==> config.mk <==
export PLATFORM = sky130hd
export DESIGN_NAME = input_sequencer
export DESIGN_NICKNAME = d
export VERILOG_FILES = /design/src/rtl/input_sequencer_pkg.sv /design/src/rtl/input_sequencer_debounce_cell.sv /design/src/rtl/input_sequencer.sv
export SDC_FILE = /design/constraint.sdc
export NUM_CORES = 1
export LEC_CHECK = 0
export ABC_AREA = 1
export CAP_MARGIN = 15
export CORE_MARGIN = 4
export CORE_UTILIZATION = 55
export DETAILED_ROUTE_END_ITERATION = 12
export PLACE_DENSITY = 0.85
export SYNTH_ARGS = -nofsm -noshare
export SYNTH_HDL_FRONTEND = slang
export SYNTH_SLANG_ARGS = --single-unit
==> constraint.sdc <==
create_clock -name clk -period 2.6 [get_ports clk]
set_input_delay 0.52 -clock clk [delete_from_list [all_inputs] [get_ports clk]]
set_output_delay 0.52 -clock clk [all_outputs]
set_load 0.005 [all_outputs]
==> src/rtl/input_sequencer_pkg.sv <==
// Shared types and constants for the pushbutton input sequencer.
// Holds command kinds, FSM encodings, default widths and the drop-counter helper.
package input_sequencer_pkg;

    localparam int unsigned PID_W_DEF = 6;
    localparam int unsigned QTY_W_DEF = 4;
    localparam int unsigned KIND_W    = 2;
    localparam int unsigned DROP_W    = 8;

    typedef enum logic [KIND_W-1:0] {
        CMD_NONE = 2'd0,
        CMD_PID  = 2'd1,
        CMD_TXN  = 2'd2
    } cmd_kind_e;

    typedef enum logic {
        IDLE = 1'b0,
        HOLD = 1'b1
    } seq_state_e;

    // Saturating add of up to two lost presses into the drop counter.
    function automatic logic [DROP_W-1:0] sat_add_drop(input logic [DROP_W-1:0] cur,
                                                       input logic [1:0]        inc);
        logic [DROP_W:0] sum;
        sum = (DROP_W+1)'(cur) + (DROP_W+1)'(inc);
        return sum[DROP_W] ? {DROP_W{1'b1}} : sum[DROP_W-1:0];
    endfunction

endpackage

==> src/rtl/input_sequencer_debounce_cell.sv <==
// One pushbutton conditioner: 2-flop synchroniser, stability counter,
// accepted level and a one-cycle rising-edge press pulse.
module input_sequencer_debounce_cell #(
    parameter int unsigned DEBOUNCE_CYCLES = 4
) (
    input  logic clk,
    input  logic rst,
    input  logic raw,
    output logic press_c
);

    localparam int unsigned CNT_W = (DEBOUNCE_CYCLES > 1) ? $clog2(DEBOUNCE_CYCLES) : 1;
    localparam logic [CNT_W-1:0] CNT_MAX = CNT_W'(DEBOUNCE_CYCLES - 1);

    logic             sync1;
    logic             sync2;
    logic             stable;
    logic             stable_d;
    logic [CNT_W-1:0] cnt;

    // Counter runs only while the synchronised level disagrees with the accepted one,
    // and is cleared at CNT_MAX, so it never wraps.
    always_ff @(posedge clk or negedge rst) begin
        if (!rst) begin
            sync1    <= 1'b0;
            sync2    <= 1'b0;
            stable   <= 1'b0;
            stable_d <= 1'b0;
            cnt      <= '0;
        end else begin
            sync1    <= raw;
            sync2    <= sync1;
            stable_d <= stable;
            if (sync2 == stable) begin
                cnt <= '0;
            end else if (cnt == CNT_MAX) begin
                stable <= sync2;
                cnt    <= '0;
            end else begin
                cnt <= cnt + CNT_W'(1);
            end
        end
    end

    assign press_c = stable & ~stable_d;

endmodule

==> src/rtl/input_sequencer.sv <==
// Conditions the three raw pushbuttons and turns clean presses into a password
// strobe or a latched valid/ready command carrying product ID and quantities.
module input_sequencer
    import input_sequencer_pkg::*;
#(
    parameter int unsigned DEBOUNCE_CYCLES = 1000000,
    parameter int unsigned PID_W           = PID_W_DEF,
    parameter int unsigned QTY_W           = QTY_W_DEF
) (
    input  logic              clk,
    input  logic              rst,
    input  logic              btn_pass,
    input  logic              btn_pid,
    input  logic              btn_txn,
    input  logic [PID_W-1:0]  product_id_in,
    input  logic [QTY_W-1:0]  dom_items_in,
    input  logic [QTY_W-1:0]  sub_items_in,
    output logic              pass_strobe,
    output logic              cmd_valid,
    input  logic              cmd_ready,
    output logic [KIND_W-1:0] cmd_kind,
    output logic [PID_W-1:0]  cmd_product_id,
    output logic [QTY_W-1:0]  cmd_add,
    output logic [QTY_W-1:0]  cmd_sub,
    output logic [DROP_W-1:0] drop_count
);

    logic pass_ev_c;
    logic pid_ev_c;
    logic txn_ev_c;

    input_sequencer_debounce_cell #(.DEBOUNCE_CYCLES(DEBOUNCE_CYCLES)) u_db_pass (
        .clk(clk), .rst(rst), .raw(btn_pass), .press_c(pass_ev_c)
    );
    input_sequencer_debounce_cell #(.DEBOUNCE_CYCLES(DEBOUNCE_CYCLES)) u_db_pid (
        .clk(clk), .rst(rst), .raw(btn_pid), .press_c(pid_ev_c)
    );
    input_sequencer_debounce_cell #(.DEBOUNCE_CYCLES(DEBOUNCE_CYCLES)) u_db_txn (
        .clk(clk), .rst(rst), .raw(btn_txn), .press_c(txn_ev_c)
    );

    logic [PID_W-1:0] pid_s1, pid_s2;
    logic [QTY_W-1:0] add_s1, add_s2;
    logic [QTY_W-1:0] sub_s1, sub_s2;

    // Slide-switch buses are asynchronous to clk as well.
    always_ff @(posedge clk or negedge rst) begin
        if (!rst) begin
            pid_s1 <= '0;
            pid_s2 <= '0;
            add_s1 <= '0;
            add_s2 <= '0;
            sub_s1 <= '0;
            sub_s2 <= '0;
        end else begin
            pid_s1 <= product_id_in;
            pid_s2 <= pid_s1;
            add_s1 <= dom_items_in;
            add_s2 <= add_s1;
            sub_s1 <= sub_items_in;
            sub_s2 <= sub_s1;
        end
    end

    seq_state_e        state, state_next;
    logic [KIND_W-1:0] kind_next;
    logic [PID_W-1:0]  pid_next;
    logic [QTY_W-1:0]  add_next;
    logic [QTY_W-1:0]  sub_next;
    logic [1:0]        drops_c;

    always_ff @(posedge clk or negedge rst) begin
        if (!rst) begin
            state          <= IDLE;
            pass_strobe    <= 1'b0;
            cmd_valid      <= 1'b0;
            cmd_kind       <= CMD_NONE;
            cmd_product_id <= '0;
            cmd_add        <= '0;
            cmd_sub        <= '0;
            drop_count     <= '0;
        end else begin
            state          <= state_next;
            pass_strobe    <= pass_ev_c;
            cmd_valid      <= (state_next == HOLD);
            cmd_kind       <= kind_next;
            cmd_product_id <= pid_next;
            cmd_add        <= add_next;
            cmd_sub        <= sub_next;
            drop_count     <= sat_add_drop(drop_count, drops_c);
        end
    end

    // Single-entry command slot: accept in IDLE, hold until handshake, drop anything else.
    always_comb begin
        state_next = state;
        kind_next  = cmd_kind;
        pid_next   = cmd_product_id;
        add_next   = cmd_add;
        sub_next   = cmd_sub;
        drops_c    = 2'd0;
        case (state)
            IDLE: begin
                if (pid_ev_c) begin
                    state_next = HOLD;
                    kind_next  = CMD_PID;
                    pid_next   = pid_s2;
                    add_next   = add_s2;
                    sub_next   = sub_s2;
                    drops_c    = 2'(txn_ev_c);
                end else if (txn_ev_c) begin
                    state_next = HOLD;
                    kind_next  = CMD_TXN;
                    pid_next   = pid_s2;
                    add_next   = add_s2;
                    sub_next   = sub_s2;
                end
            end
            HOLD: begin
                drops_c = 2'(pid_ev_c) + 2'(txn_ev_c);
                if (cmd_ready) begin
                    state_next = IDLE;
                    kind_next  = CMD_NONE;
                end
            end
            default: state_next = IDLE;
        endcase
    end

endmodule

## Word-level counts from Yosys, hierarchy flattened

Cells that the tools add are included.
Widths: inputs -> output; s select.

- Bits in read-only memories: 0
- Bits in latches: 0
- Memories kept: 0
- Output and inout bits: 26
- Flip-flop bits (word level): 126
- Bits in writable memories: 0
- Logic and storage cells: 80
- Input port bits: 20

- Equal/unequal tests: 8
- Muxes and demuxes: 23
- Add/sub/neg operators: 5
- Div/mod/pow operators: 0
- Order comparisons: 0
- Multipliers: 0
- Bitwise logic cells: 10
- Shifts and indexed selects: 0
- Reduce and logical (&&, ||, !) cells: 6

Operator list:

| cell | number |
|---|---|
| $mux 20 | 6 |
| $add 20x1->20 const B | 3 |
| $eq 20x20->1 const B | 3 |
| $mux 4 | 4 |
| $mux 6 | 2 |
| $reduce_and 2->1 | 5 |
| $add 8x2->9 | 1 |
| $mux 8 | 1 |
| $pmux 2 s2 | 2 |
| $not 1->1 | 7 |
| $mux 2 | 3 |
| $mux 1 | 4 |
| $and 1x1->1 | 3 |
| $eq 1x1->1 | 3 |
| $ne 3x3->1 const B | 1 |
| $add 1x1->2 | 1 |
| $ne 2x2->1 const B | 1 |
| $pmux 1 s2 | 1 |
| $reduce_bool 2->1 | 1 |

## Longest topological paths before layout

- Word-level depth: 6
- Depth in mapped cells: 14
- Depth with buffers taken out: 14

## Modules after synthesis

A second synthesis with hierarchy kept.

- Cell total of the unflattened synthesis: 651
- Area total of the unflattened synthesis: 5733.0 µm²

Modules (own cells, without submodules):

| module | cells each | times used | area an instance (µm²) | seq. area each (µm²) |
|---|---|---|---|---|
| input_sequencer_debounce_cell | 163 | 3 | 1293.7 | 600.6 |
| input_sequencer | 162 | 1 | 1851.8 | 1351.3 |

## Worst setup path before layout

Ideal clock, no wire load.

- Kind: reg2reg
- Start: register u_db_txn.stable
- End: register drop_count[2]
- Arrival: 2057 ps
- Stages on the path, launching flop included: 15
- Path buffers: 0
- Setup slack: 460 ps
- Library setup time: 83 ps
- Clock period less this slack: 2140 ps
- Data required time: 2517 ps
- Cell sequence: dfrtp_1 -> inv_1 -> nor2_1 -> ha_1 -> nand2_1 -> nand2_1 -> ha_1 -> inv_1 -> fa_1 -> inv_1 -> nand2_1 -> nor3_2 -> and2_1 -> nand2_1 -> o21ai_0

- Cells in the longest elaborated chain, start to end: 5
- Elaborated cells between the ends (all ways): 6
- Classes of those cells: 2 x add/sub; 3 x mux; 1 x bitwise

RTL lines:

| what | line | RTL |
|---|---|---|
| from (decl) | input_sequencer_debounce_cell.sv:17 | `logic stable;` |
| from (signal assigned) | input_sequencer_debounce_cell.sv:37 | `stable <= sync2;` |
| $and 1x1->1 * | input_sequencer_debounce_cell.sv:45 | `assign press_c = stable & ~stable_d;` |
| $add 1x1->2 or $mux 1 (tied branches) | input_sequencer.sv:120, input_sequencer.sv:104 |  |
| $pmux 2 s2 * | input_sequencer.sv:102 | `case (state)` |
| $add 8x2->9 * | input_sequencer_pkg.sv:25 | `sum = (DROP_W+1)'(cur) + (DROP_W+1)'(inc);` |
| $mux 8 * | input_sequencer_pkg.sv:26 | `return sum[DROP_W] ? {DROP_W{1'b1}} : sum[DROP_W-1:0];` |
| to (signal assigned) | input_sequencer.sv:90 | `drop_count <= sat_add_drop(drop_count, drops_c);` |
| to (decl) | input_sequencer.sv:25 | `output logic [DROP_W-1:0] drop_count` |

Mark *: on every way between the ends. The rest lies on a longest branch, timed or not.
A chain may end at the register's enable or synchronous reset.

## Final worst setup path

- Start: register u_db_txn.stable
- End: register drop_count[6]

The elaborated chain is that of the path after synthesis.

==> summary.txt <==
Timing
  – Final Max Slew Viols: 0
  – RSZ-0062 raised after global routing: false
  – Max-Slew Margin vs Limit: between 50% and 60%
  – Clock Skew: between 0.01 and 0.015 ns
  – Final setup fails: 0
  – Final-report hold violation count: 0
  – Fin crit period: 2.395 ns
  – Maximum clock rate: ~420 MHz
  – Final setup TNS: 0 ns
  – Worst Tran Pin Value: 0.6347 ns
  – Setup ws final: a little over 0.2 ns
  – Fin Hold WS: approximately 0.35 ns
  – Final worst path period share: between 90% and 100%

GRT
  – First-pass GRT wire length: between 20000 and 25000 um
  – Vias in the first global route: about 4500
  – Initial antenna violation count: 0
  – GRT Resource Usage Total: ~23%
  – Largest net degree at the start of global routing: 45
  – GRT overflow: 0

Critical path
  – Crit path from: u_db_txn.stable
  – Worst EP required: 3.03 ns
  – Arr. time, crit path: about 2.8 ns
  – Reg2reg start: u_db_txn.stable
  – Reg2reg end: drop_count[6]
  – Reg2Reg Setup Slack: between 0.2 and 0.25 ns
  – CP Class: reg2reg
  – Cells on worst reg2reg path: 14
  – Max FO, Critical Path: 7
  – Startpoint types: flop
  – Worst setup EP type: flop

Final layout
  – P&R area growth vs syn: 21.29%
  – Share of layout cells above drive strength 1: between 10% and 20%
  – Number of diodes: 0
  – NumNets Final: 730
  – # fillers: around 750

Worst hold path
  – Worst hold path class: reg2reg
  – Hold Path Stages: 0
  – HP Start: pid_s1[4]
  – Worst Hold Path EP: pid_s2[4]

Logic synthesis
  – Avg Synthesized Cell Area: 8.945 um^2
  – XOR/XNOR Fraction of Synth Area: 5.652%
  – Simple-Gate Fraction of Synth Area: between 20 and 30%
  – Adder-cell share of the synthesized area: 1.891%
  – Synthesized instance count: 636
  – Seq/Total Area, Yosys: a little under three fifths
  – Main combinational cell family by area after synthesis: simple AND/OR/NAND/NOR gates
  – Synth Net Count: about 660
  – Syn. warnings: 0
  – Post-synthesis compound-gate area fraction: 3.013%
  – Yosys reg bits: between 100 and 150
  – Unique masters post-synth: 30
  – Mux share of post-synthesis cell area: 0%
  – Cell Area, Synth: 5689 um^2

Drt
  – Via count: around 4400
  – Drt wl/cell: approximately 14 um
  – DRT iter0 DRCs: 320
  – Drt first pass iters: 5
  – Drt drc: 0
  – Drt total wl: around 12000 um
  – Antenna viol nets, final: 0
  – DR vias/cell: approximately 5

Clock network
  – Clk_lat worst skew: between 0.5 and 0.6 ns
  – CTS buffer count: 17
  – H-tree depth: 4
  – Clock-pin slew on the worst setup and hold paths: around 0.06 ns
  – Clk sinks: 126
  – Root Driver: clkbuf_8
  – Clock tree buffer depth: 2
  – CTS tree: yes

Floorplan
  – DIE AREA: 12040 um^2
  – Cell Rows: 36
  – I/O Pins: 46
  – DIE HEIGHT: roughly 110 um
  – Starting density of the core: roughly 57%
  – Die width: approximately 110 um
  – Core footprint: about 9900 um^2

Pwr
  – Tot Pwr: between 0.004 and 0.005 W
  – Pwr/cell area: about 630 nW/um^2
  – Worst IR Drop VDD: around 0.42 mV
  – Leak: roughly 3.1 nW

Run
  – Max-Cap Viols: 0

Placement
  – Port buffer count: 45
  – RD Place Congestion: 0.8686
  – Hpwl dp: ~8300 um
  – DP Worst Slack: between 0.15 and 0.2 ns

Run status
  – Status: complete, no violations
[stage by stage]
step	util [%]	std cells	cell area, um^2
after global routing	69.63	848	6900
after floorplan	-	636	5689
after global placement	63.89	815	6331
after CTS	69.61	848	6898
final	69.63	848	6900
after detailed placement	63.89	815	6331
[area by class of cell]
cell class	count	area (um^2)	area share [%]
Sequential cell	126	3153	45.69
Timing Repair Buffer	50	500.5	7.253
Clock buffer	19	441.7	6.401
Clock inverter	13	115.1	1.668
Inverter	64	240.2	3.481
Multi-Input combinational cell	443	2283	33.09
Tap cell	133	166.4	2.412
[power by group]
| group | internal [W] | switching, W |
|---|---|---|
| clock network | 0.00132 | 0.000863 |
| logic | 0.0000497 | 0.0000768 |
| registers | 0.00200 | 0.0000196 |
[cell families after synthesis]
family	after synthesis
AOI/OAI and AO/OA	30
xor gates and xnor gates	35
adders and majority gates	8
buffers and inverters	67
DFF	126
and+or+nand+nor	370
[worst max-delay path by stage]
stage	endpoint	slack [ns]	depth (start not counted)
final	drop_count[6]	0.21	14
after global routing	drop_count[6]	0.01	14
after CTS	drop_count[6]	0.19	14
after detailed placement	drop_count[6]	0.18	14
after global placement	drop_count[6]	0.35	14
after floorplan	drop_count[2]	0.46	14
[timing repair]
item,CTS,global route
hold buffers,1,0
endpoints found under the setup margin,0,1
gates resized for setup,0,1
setup buffers,0,0
endpoints found under the hold margin,38,0
[critical path: stages, from the launching register on]
cell	delay, ns
dfrtp_1	0.42
inv_1	0.10
nor2_1	0.06
ha_1	0.26
nand2_1	0.05
nand2_1	0.07
ha_1	0.16
inv_1	0.05
fa_1	0.36
inv_1	0.08
nand2_1	0.09
nor3_2	0.17
and2_1	0.18
nand2_1	0.15
o21ai_0	0.12
[cells in the final DEF, fill, tap and decap left out, types with 5 or more instances in the layout]
cell,synthesis,routed
inv_2,9,9
xnor2_1,10,10
nand2_2,14,14
nand3_2,5,5
ha_1,7,7
xor2_1,23,23
nand4_1,8,8
nor2_1,121,120
clkbuf_16,0,16
nor2_4,8,8
inv_1,54,54
o21ai_0,9,9
nor3_1,5,5
nand3_1,42,42
dfrtp_1,126,126
clkdlybuf4s50_1,0,44
nor2_2,17,18
a21oi_1,11,11
nand2_1,142,142
o21ai_1,5,5
[state kept, by name, summed over array words and instances, names as in the netlist, 2 cells and up]
| signal | count |
|---|---|
| add_s1 | 4 |
| add_s2 | 4 |
| cmd_add | 4 |
| cmd_kind | 2 |
| cmd_product_id | 6 |
| cmd_sub | 4 |
| drop_count | 8 |
| pid_s1 | 6 |
| pid_s2 | 6 |
| sub_s1 | 4 |
| sub_s2 | 4 |
| u_db_pass.cnt | 20 |
| u_db_pid.cnt | 20 |
| u_db_txn.cnt | 20 |
[cell usage after synthesis]
library cell / instances / area, um^2
nand2_1: 142 / 533.0
dfrtp_1: 126 / 3153
nor2_1: 121 / 454.2
inv_1: 54 / 202.7
nand3_1: 42 / 210.2
xor2_1: 23 / 201.4
nor2_2: 17 / 106.4
nand2_2: 14 / 87.58
a21oi_1: 11 / 55.05
xnor2_1: 10 / 87.58
inv_2: 9 / 33.78
o21ai_0: 9 / 45.04
nand4_1: 8 / 50.05
nor2_4: 8 / 90.09
ha_1: 7 / 87.58
nand3_2: 5 / 50.05
nor3_1: 5 / 25.02
o21ai_1: 5 / 25.02
nand3b_1: 4 / 30.03
o21bai_1: 4 / 30.03
buf_2: 3 / 15.01
a21oi_4: 1 / 16.27
and2_1: 1 / 6.260
clkinv_1: 1 / 3.750
fa_1: 1 / 20.02
nand3b_4: 1 / 20.02
nor3_2: 1 / 10.01
nor3b_1: 1 / 7.510
xnor2_2: 1 / 16.27
xor2_2: 1 / 16.27
[per-layer routing]
metal | GRT usage [%] | wire (um)
met1 | 28.95 | 5252
met2 | 36.75 | 5757
met3 | 5.931 | 664
met4 | 10.15 | 291
met5 | 0 | 0
Power figures use the tool's default switching activity.
